==> src/rtl/iitb_mem_pkg.sv <==
// Shared types for the IITB-RISC memory stage: FSM states, LM/SM mask and
// register-index types.
package iitb_mem_pkg;

  localparam int unsigned NREGS  = 8;
  localparam int unsigned MASK_W = 8;
  localparam int unsigned RIDX_W = 3;

  typedef enum logic [0:0] {
    IDLE  = 1'b0,
    MULTI = 1'b1
  } state_t;

  typedef logic [MASK_W-1:0] mask_t;
  typedef logic [RIDX_W-1:0] ridx_t;

  function automatic mask_t ridx_onehot(input ridx_t r);
    return mask_t'(1) << r;
  endfunction

endpackage

==> src/rtl/mem_stage_access_if.sv <==
// Data-memory request/acknowledge bus between the memory stage (master) and
// the data memory (slave).
interface mem_stage_access_if #(
  parameter int unsigned AW = 16,
  parameter int unsigned DW = 16
);

  logic          dmem_req;
  logic          dmem_we;
  logic [AW-1:0] dmem_addr;
  logic [DW-1:0] dmem_wdata;
  logic          dmem_ack;
  logic [DW-1:0] dmem_rdata;

  modport master (
    output dmem_req, dmem_we, dmem_addr, dmem_wdata,
    input  dmem_ack, dmem_rdata
  );

  modport slave (
    input  dmem_req, dmem_we, dmem_addr, dmem_wdata,
    output dmem_ack, dmem_rdata
  );

endinterface

==> src/rtl/lmsm_mask_scan.sv <==
// Lowest-set-bit encoder for the LM/SM register mask: returns the index of
// the next register to transfer and whether any bit remains.
module lmsm_mask_scan
  import iitb_mem_pkg::*;
(
  input  mask_t mask,
  output ridx_t idx,
  output logic  any
);

  always_comb begin
    idx = '0;
    any = 1'b0;
    for (int unsigned i = 0; i < NREGS; i++) begin
      if (mask[i] && !any) begin
        idx = ridx_t'(i);
        any = 1'b1;
      end
    end
  end

endmodule

==> src/rtl/mem_stage_access.sv <==
// IITB-RISC memory stage: load/store handshake, LM/SM sequencing and the
// MEM/WB register. LM/SM multi-transfer support is built when MEM_LMSM_EN is defined.
module mem_stage_access
  import iitb_mem_pkg::*;
#(
  parameter int unsigned AW = 16,
  parameter int unsigned DW = 16
) (
  input  logic                 clk,
  input  logic                 rst_n,
  input  logic                 valid_mem,
  input  logic [DW-1:0]        alu_result_mem,
  input  logic [DW-1:0]        reg2data_mem,
  input  logic [2:0]           regdst_mem,
  input  logic                 regwrite_mem,
  input  logic                 memtoreg_mem,
  input  logic                 memread_mem,
  input  logic                 memwrite_mem,
  input  logic                 lm_mem,
  input  logic                 sm_mem,
  input  logic [DW-1:0]        imm9_0_pad_mem,
  output logic                 stall,
  mem_stage_access_if.master   dmem,
  output logic [2:0]           sm_rd_addr,
  input  logic [DW-1:0]        sm_rd_data,
  output logic                 wb_valid,
  output logic                 wb_regwrite,
  output logic [2:0]           wb_regdst,
  output logic [DW-1:0]        wb_data
);

  state_t state_q;
  logic   is_mem;
  logic   is_lmsm;
  logic   acc_go;
  logic   multi_go;

  assign is_mem  = memread_mem || memwrite_mem;
  assign is_lmsm = lm_mem || sm_mem;
  // LM/SM takes priority over the plain memread/memwrite decode.
  assign acc_go  = valid_mem && is_mem && !is_lmsm;

`ifdef MEM_LMSM_EN
  mask_t          mask_q;
  mask_t          mask_in;
  mask_t          mask_next;
  logic [AW-1:0]  addr_q;
  logic           sm_q;
  ridx_t          beat_idx;
  logic           beat_any;
  logic           beat_last;
  logic           unused_imm;

  assign mask_in    = imm9_0_pad_mem[MASK_W-1:0];
  assign multi_go   = valid_mem && is_lmsm && (mask_in != '0);
  assign mask_next  = mask_q & ~ridx_onehot(beat_idx);
  assign beat_last  = (mask_next == '0);
  assign unused_imm = ^imm9_0_pad_mem[DW-1:MASK_W];

  lmsm_mask_scan u_scan (
    .mask (mask_q),
    .idx  (beat_idx),
    .any  (beat_any)
  );
`else
  logic unused_cfg;

  assign multi_go   = 1'b0;
  assign sm_rd_addr = '0;
  assign unused_cfg = ^{imm9_0_pad_mem, sm_rd_data};
`endif

  always_comb begin
    stall           = 1'b0;
    dmem.dmem_req   = 1'b0;
    dmem.dmem_we    = 1'b0;
    dmem.dmem_addr  = '0;
    dmem.dmem_wdata = '0;
`ifdef MEM_LMSM_EN
    sm_rd_addr      = '0;
`endif
    if (rst_n) begin
      case (state_q)
        IDLE: begin
          if (multi_go) begin
            stall = 1'b1;
          end else if (acc_go) begin
            dmem.dmem_req   = 1'b1;
            dmem.dmem_we    = memwrite_mem;
            dmem.dmem_addr  = AW'(alu_result_mem);
            dmem.dmem_wdata = reg2data_mem;
            stall           = !dmem.dmem_ack;
          end
        end
`ifdef MEM_LMSM_EN
        MULTI: begin
          if (beat_any) begin
            dmem.dmem_req  = 1'b1;
            dmem.dmem_we   = sm_q;
            dmem.dmem_addr = addr_q;
            if (sm_q) begin
              sm_rd_addr      = beat_idx;
              dmem.dmem_wdata = sm_rd_data;
            end
            // The beat that retires the final mask bit releases EX/MEM.
            stall = !(dmem.dmem_ack && beat_last);
          end
        end
`endif
        default: ;
      endcase
    end
  end

  always_ff @(posedge clk or negedge rst_n) begin
    if (!rst_n) begin
      state_q     <= IDLE;
      wb_valid    <= 1'b0;
      wb_regwrite <= 1'b0;
      wb_regdst   <= '0;
      wb_data     <= '0;
`ifdef MEM_LMSM_EN
      mask_q      <= '0;
      addr_q      <= '0;
      sm_q        <= 1'b0;
`endif
    end else begin
      case (state_q)
        IDLE: begin
          if (!valid_mem) begin
            wb_valid <= 1'b0;
`ifdef MEM_LMSM_EN
          end else if (multi_go) begin
            mask_q   <= mask_in;
            addr_q   <= AW'(alu_result_mem);
            sm_q     <= sm_mem;
            wb_valid <= 1'b0;
            state_q  <= MULTI;
`endif
          end else if (is_lmsm) begin
            wb_valid    <= 1'b1;
            wb_regwrite <= 1'b0;
            wb_regdst   <= regdst_mem;
            wb_data     <= alu_result_mem;
          end else if (is_mem) begin
            if (dmem.dmem_ack) begin
              wb_valid    <= 1'b1;
              wb_regwrite <= regwrite_mem;
              wb_regdst   <= regdst_mem;
              wb_data     <= memtoreg_mem ? dmem.dmem_rdata : alu_result_mem;
            end else begin
              wb_valid <= 1'b0;
            end
          end else begin
            wb_valid    <= 1'b1;
            wb_regwrite <= regwrite_mem;
            wb_regdst   <= regdst_mem;
            wb_data     <= alu_result_mem;
          end
        end
`ifdef MEM_LMSM_EN
        MULTI: begin
          if (dmem.dmem_ack && beat_any) begin
            mask_q      <= mask_next;
            addr_q      <= addr_q + AW'(1);
            wb_valid    <= 1'b1;
            wb_regwrite <= !sm_q;
            wb_regdst   <= beat_idx;
            if (!sm_q) begin
              wb_data <= dmem.dmem_rdata;
            end
            if (beat_last) begin
              state_q <= IDLE;
            end
          end else begin
            wb_valid <= 1'b0;
          end
        end
`endif
        default: state_q <= IDLE;
      endcase
    end
  end

endmodule

==> src/flat_wrapper.sv <==
// flat-port wrapper written by rule: the top's interface ports become plain ports
module mem_stage_access_flat import iitb_mem_pkg::*;
#(
  parameter int unsigned AW = 16,
  parameter int unsigned DW = 16
)
  (clk, rst_n, valid_mem, alu_result_mem, reg2data_mem, regdst_mem, regwrite_mem, memtoreg_mem, memread_mem, memwrite_mem, lm_mem, sm_mem, imm9_0_pad_mem, stall, sm_rd_addr, sm_rd_data, wb_valid, wb_regwrite, wb_regdst, wb_data, dmem_dmem_req, dmem_dmem_we, dmem_dmem_addr, dmem_dmem_wdata, dmem_dmem_ack, dmem_dmem_rdata);
  mem_stage_access_if #(.AW(AW), .DW(DW)) dmem_i ();
  input  logic clk;
  input  logic rst_n;
  input  logic valid_mem;
  input  logic [DW-1:0] alu_result_mem;
  input  logic [DW-1:0] reg2data_mem;
  input  logic [2:0] regdst_mem;
  input  logic regwrite_mem;
  input  logic memtoreg_mem;
  input  logic memread_mem;
  input  logic memwrite_mem;
  input  logic lm_mem;
  input  logic sm_mem;
  input  logic [DW-1:0] imm9_0_pad_mem;
  output logic stall;
  output logic [2:0] sm_rd_addr;
  input  logic [DW-1:0] sm_rd_data;
  output logic wb_valid;
  output logic wb_regwrite;
  output logic [2:0] wb_regdst;
  output logic [DW-1:0] wb_data;
  output wire logic [$bits(dmem_i.dmem_req)-1:0] dmem_dmem_req;
  output wire logic [$bits(dmem_i.dmem_we)-1:0] dmem_dmem_we;
  output wire logic [$bits(dmem_i.dmem_addr)-1:0] dmem_dmem_addr;
  output wire logic [$bits(dmem_i.dmem_wdata)-1:0] dmem_dmem_wdata;
  input wire logic [$bits(dmem_i.dmem_ack)-1:0] dmem_dmem_ack;
  input wire logic [$bits(dmem_i.dmem_rdata)-1:0] dmem_dmem_rdata;
  assign dmem_dmem_req = dmem_i.dmem_req;
  assign dmem_dmem_we = dmem_i.dmem_we;
  assign dmem_dmem_addr = dmem_i.dmem_addr;
  assign dmem_dmem_wdata = dmem_i.dmem_wdata;
  assign dmem_i.dmem_ack = dmem_dmem_ack;
  assign dmem_i.dmem_rdata = dmem_dmem_rdata;
  mem_stage_access #(.AW(AW), .DW(DW)) u_core (.clk(clk), .rst_n(rst_n), .valid_mem(valid_mem), .alu_result_mem(alu_result_mem), .reg2data_mem(reg2data_mem), .regdst_mem(regdst_mem), .regwrite_mem(regwrite_mem), .memtoreg_mem(memtoreg_mem), .memread_mem(memread_mem), .memwrite_mem(memwrite_mem), .lm_mem(lm_mem), .sm_mem(sm_mem), .imm9_0_pad_mem(imm9_0_pad_mem), .stall(stall), .dmem(dmem_i), .sm_rd_addr(sm_rd_addr), .sm_rd_data(sm_rd_data), .wb_valid(wb_valid), .wb_regwrite(wb_regwrite), .wb_regdst(wb_regdst), .wb_data(wb_data));
endmodule
==> config.mk <==
export PLATFORM = sky130hd
export DESIGN_NAME = mem_stage_access_flat
export DESIGN_NICKNAME = d
export VERILOG_FILES = /design/src/rtl/iitb_mem_pkg.sv /design/src/rtl/mem_stage_access_if.sv /design/src/rtl/lmsm_mask_scan.sv /design/src/rtl/mem_stage_access.sv /design/src/flat_wrapper.sv
export SDC_FILE = /design/constraint.sdc
export NUM_CORES = 1
export LEC_CHECK = 0
export BUFFER_PORTS_ARGS = -buffer_cell sky130_fd_sc_hd__buf_2
export CAP_MARGIN = 20
export CORE_UTILIZATION = 30
export DETAILED_ROUTE_END_ITERATION = 8
export HOLD_SLACK_MARGIN = 0.08
export PLACE_DENSITY = 0.75
export SYNTH_ARGS = -nofsm -noshare
export SYNTH_HDL_FRONTEND = slang
export SYNTH_HIERARCHICAL = 1
export SYNTH_SLANG_ARGS = --single-unit
==> constraint.sdc <==
create_clock -name clk -period 1.2 [get_ports clk]
set_input_delay 0.18 -clock clk [delete_from_list [all_inputs] [get_ports clk]]
set_output_delay 0.18 -clock clk [all_outputs]
set_load 0.03 [all_outputs]
* Yosys cells after proc, flatten, opt, wreduce, memory -nomap -nowiden
Cells that the tools add are included.
Storage, ports and cells: register bits 21, input port bits 93, output and inout bits 59, word-level logic and storage cells 36
Cells by class: eq/ne operators 1, multiplexer cells 24, reduce and logical (&&, ||, !) cells 7
Operators by type and width (number):
- $mux W16 | 8
- $mux W1 | 13
- $mux W3 | 3
- $ne A3 B3 Y1 const B | 1
- $logic_and A1 B1 Y1 | 2
- $logic_not A1 Y1 | 2
- $logic_or A1 B1 Y1 | 2
- $reduce_and A2 Y1 | 1

* Logic depth before layout (Yosys ltp)
depth in word-level cells 5, depth in mapped cells 4, gate-level depth less buffers 3

* Least setup slack after synthesis
Ideal clock, no wire load.
path type input to output, from input port memread_mem, to output port dmem_dmem_wdata[10], arrival 1.471 ns, required time 1.020 ns, setup slack -0.451 ns, stages 4, buffers on the path 1, cell sequence nor2_1 -> nor4_2 -> clkbuf_1 -> and2_1
Between the ends: longest elaborated chain between the ends 5
Ends and longest elaborated chain:
- from (decl) | RTL line flat_wrapper.sv:17 | input logic memread_mem;
- $logic_or A1 B1 Y1 | RTL line mem_stage_access.sv:38 | assign is_mem = memread_mem || memwrite_mem;
- $logic_and A1 B1 Y1 (2 in series) | RTL line mem_stage_access.sv:41 | assign acc_go = valid_mem && is_mem && !is_lmsm;
- $mux W16 | RTL line mem_stage_access.sv:87 | end else if (acc_go) begin
- $mux W16 | RTL line mem_stage_access.sv:82 | if (rst_n) begin
- to (decl) | RTL line flat_wrapper.sv:32 | output wire logic [$bits(dmem_i.dmem_wdata)-1:0] dmem_dmem_wdata;
No other way between the ends.

* Worst setup path in the final report
from input port memread_mem, to output port dmem_dmem_wdata[1]
Same word-level chain as after synthesis.

==> impl_metrics.env <==
export IMPL_status="finished, violations left"
export IMPL_violations="setup timing"
export IMPL_synth_area_leader_cell="dfrtp_1"
export IMPL_wl_um=4270
export IMPL_skew_ps=0
export IMPL_path_clk_slew_ps=70
export IMPL_ys_flop_type="dfrtp_1"
export IMPL_crit_family="buffers and inverters"
export IMPL_clock_sinks=21
export IMPL_regArea_um2=526
export IMPL_grt_use_met1=0.203
export IMPL_r2r_slack_ps=350
export IMPL_grt_max_degree=24
export IMPL_die_height_um=66.9
export IMPL_avgSynthCellArea_um2=8.77
export IMPL_synth_commonest_cells="inv_1, and2_1, dfrtp_1"
export IMPL_cp_start_kind="input port"
export IMPL_die_w_um=66.9
export IMPL_multiInputGateArea_um2=627
export IMPL_stdcell_area_um2=2500
export IMPL_asyncSetResetFlopFracSynth=1.00
export IMPL_fmax_mhz=742
export IMPL_drive_gt1_frac=0.635
export IMPL_cp_data_arrival_time_ps=1170
export IMPL_cp_data_required_time_ps=1020
export IMPL_cpMostUsedCell="buf_6"
export IMPL_power_leakage_nw=1.43
export IMPL_root_buffer="clkbuf_8"
export IMPL_hold_violations=0
export IMPL_antenna_found_initial=0
export IMPL_finalWeightedCongestion=0.672
export IMPL_cts_tree="done"
export IMPL_fillers=325
export IMPL_ys_top_cells_by_area="dfrtp_1, and2_1, inv_1"
export IMPL_drv_cap=0
export IMPL_hp_class="input port to flip-flop"
export IMPL_timing_final_crit_share=1.12
export IMPL_start_util=0.313
export IMPL_first_global_vias=1298
export IMPL_die_area_um2=4470
export IMPL_power_mw=2.03
export IMPL_synth_most_common_cell="inv_1"
export IMPL_syn_area_um2=1260
export IMPL_placed_area_um2=2100
export IMPL_power_switching_mw=0.698
export IMPL_ir_drop_mv=0.500
export IMPL_crit_type="input port to output pin"
export IMPL_dp_hpwl_um=2890
export IMPL_final_antenna_net_count=0
export IMPL_critPathMaxFanout=11
export IMPL_core_um2=4030
export IMPL_yosysSeqAreaShare=0.416
export IMPL_setup_viol=35
export IMPL_synth_edf_count=0
export IMPL_final_nets=368
export IMPL_ys_seq_elements=21
export IMPL_vias_per_cell=4.57
export IMPL_grt_use_met3=0.0377
export IMPL_crit_buf_inv=4
export IMPL_maxSlewViolCount=0
export IMPL_grt_pass1_wl_um=6020
export IMPL_fin_ws_ps=-147
export IMPL_pre_cts_ws_ps=-249
export IMPL_fin_cells=324
export IMPL_slowest_delay_ps=280
export IMPL_cts_htree_levels=1
export IMPL_seqPwrFrac=0.405
export IMPL_synth_top_cell_area_share=0.416
export IMPL_drtIter0Drc=99
export IMPL_diodes=0
export IMPL_yosysWarnings=6
export IMPL_cts_buffers=3
export IMPL_internal_power_mw=1.34
export IMPL_cp_end_kind="output pin"
export IMPL_synthToLayoutAreaGrowth_pct=97.9
export IMPL_slowest_stage="nor4_4"
export IMPL_syn_inst=144
export IMPL_timing_setup_tns_ps=-4300
export IMPL_place_inst=315
export IMPL_final_min_clock_period_ps=1350
export IMPL_groute_usage_overall=0.183
export IMPL_cts_buffer_depth=2
export IMPL_rows=23
export IMPL_switching_share=0.343
export IMPL_wl_per_cell_um=13.2
export IMPL_drt_drc_violations_left=0
export IMPL_grt_busiest_layer="met2"
export IMPL_clk_latency_ps=260
export IMPL_gr_usage_met2=0.348
export IMPL_clkPwrFrac=0.231
export IMPL_grt_ovfl_total=0
export IMPL_pwr_share_comb=0.364
export IMPL_crit_chain="buf_6 > nor2_4 > nor4_4 > buf_6 > clkbuf_16 > and2_2 > buf_6"
export IMPL_io_buffers=116
export IMPL_vias=1481
export IMPL_ys_types=18
export IMPL_boundaryPins=152
export IMPL_rsz0062_at_grt="true"
export IMPL_power_density_nw_per_um2=814
export IMPL_firstDrtPassIters=5
-- state kept, by name (all words and copies together) (netlist names) --
name / count
u_core/wb_valid: 1
u_core/wb_data: 16
u_core/wb_regdst: 3
u_core/wb_regwrite: 1
-- kinds of logic (layout without fill, tap and decap cells) --
family / after synthesis / after routing / share of synthesized area
buffers and inverters: 59 / 187 / 0.187
AND/OR/NAND/NOR: 41 / 41 / 0.209
flip-flops: 21 / 21 / 0.416
AO/OA/AOI/OAI: 18 / 18 / 0.149
multiplexers: 4 / 4 / 0.0357
other: 1 / 3 / 0.00297
-- cells in the final DEF, fill, tap and decap left out, types with 2 or more instances in the layout --
cell,n
and2_4,28
and2_2,4
nor4_4,2
dfrtp_1,21
buf_4,8
mux2_1,3
buf_12,5
buf_6,39
clkbuf_8,3
conb_1,3
buf_2,78
a222oi_1,16
inv_1,49
buf_8,2
-- final cells by class --
type | count | area share
Multi-Input combinational cell | 66 | 0.251
Sequential cell | 21 | 0.210
Timing Repair Buffer | 134 | 0.422
Clock buffer | 4 | 0.0180
Inverter | 49 | 0.0736
Tap cell | 50 | 0.0250
-- metal layers --
metal	routed length, um	up-vias	share of wire
met2	2200	92	0.51
met5	0	-	0
met4	43	0	0.010
met1	1610	671	0.38
met3	419	5	0.098
li1	-	713	-
-- final timing paths --
kind                                    startpoint                  end  cells after the start
worst max-delay path                   memread_mem   dmem_dmem_wdata[1]                      7
worst min-delay path                 regdst_mem[1]  u_core/wb_regdst[1]                      2
worst max register to register  u_core/wb_data[11]   u_core/wb_data[11]                      2
worst min register to register  u_core/wb_regwrite   u_core/wb_regwrite                      1
max in group asynchronous                    rst_n   u_core/wb_data[11]                      3
min in group asynchronous                    rst_n   u_core/wb_regwrite                      3
-- power by group through the flow --
stage	clock network (mW)	logic, mW	registers (mW)
4_1_cts	0.492	0.725	0.825
5_1_grt	0.541	0.793	0.837
6_report	0.470	0.740	0.824
2_1_floorplan	0	0.219	1.00
3_3_place_gp	0	0.675	0.834
3_5_place_dp	0	0.686	0.839
-- repair_timing --
action / 4_1_cts / 5_1_grt
setup buffers: 1 / 1
hold endpoints to repair: 21 / 0
setup endpoints to repair: 35 / 36
gates resized for setup: 80 / 25
cloned: 1 / 1
hold buffers: 1 / 0
pin swaps: 5 / 9
-- through the flow --
step            util  hold WS (ps)
6_report       0.620           134
5_1_grt        0.620           132
4_1_cts        0.599           126
3_5_place_dp   0.521           191
3_3_place_gp   0.521           181
2_1_floorplan      -          -116
Power figures use the tool's default switching activity.
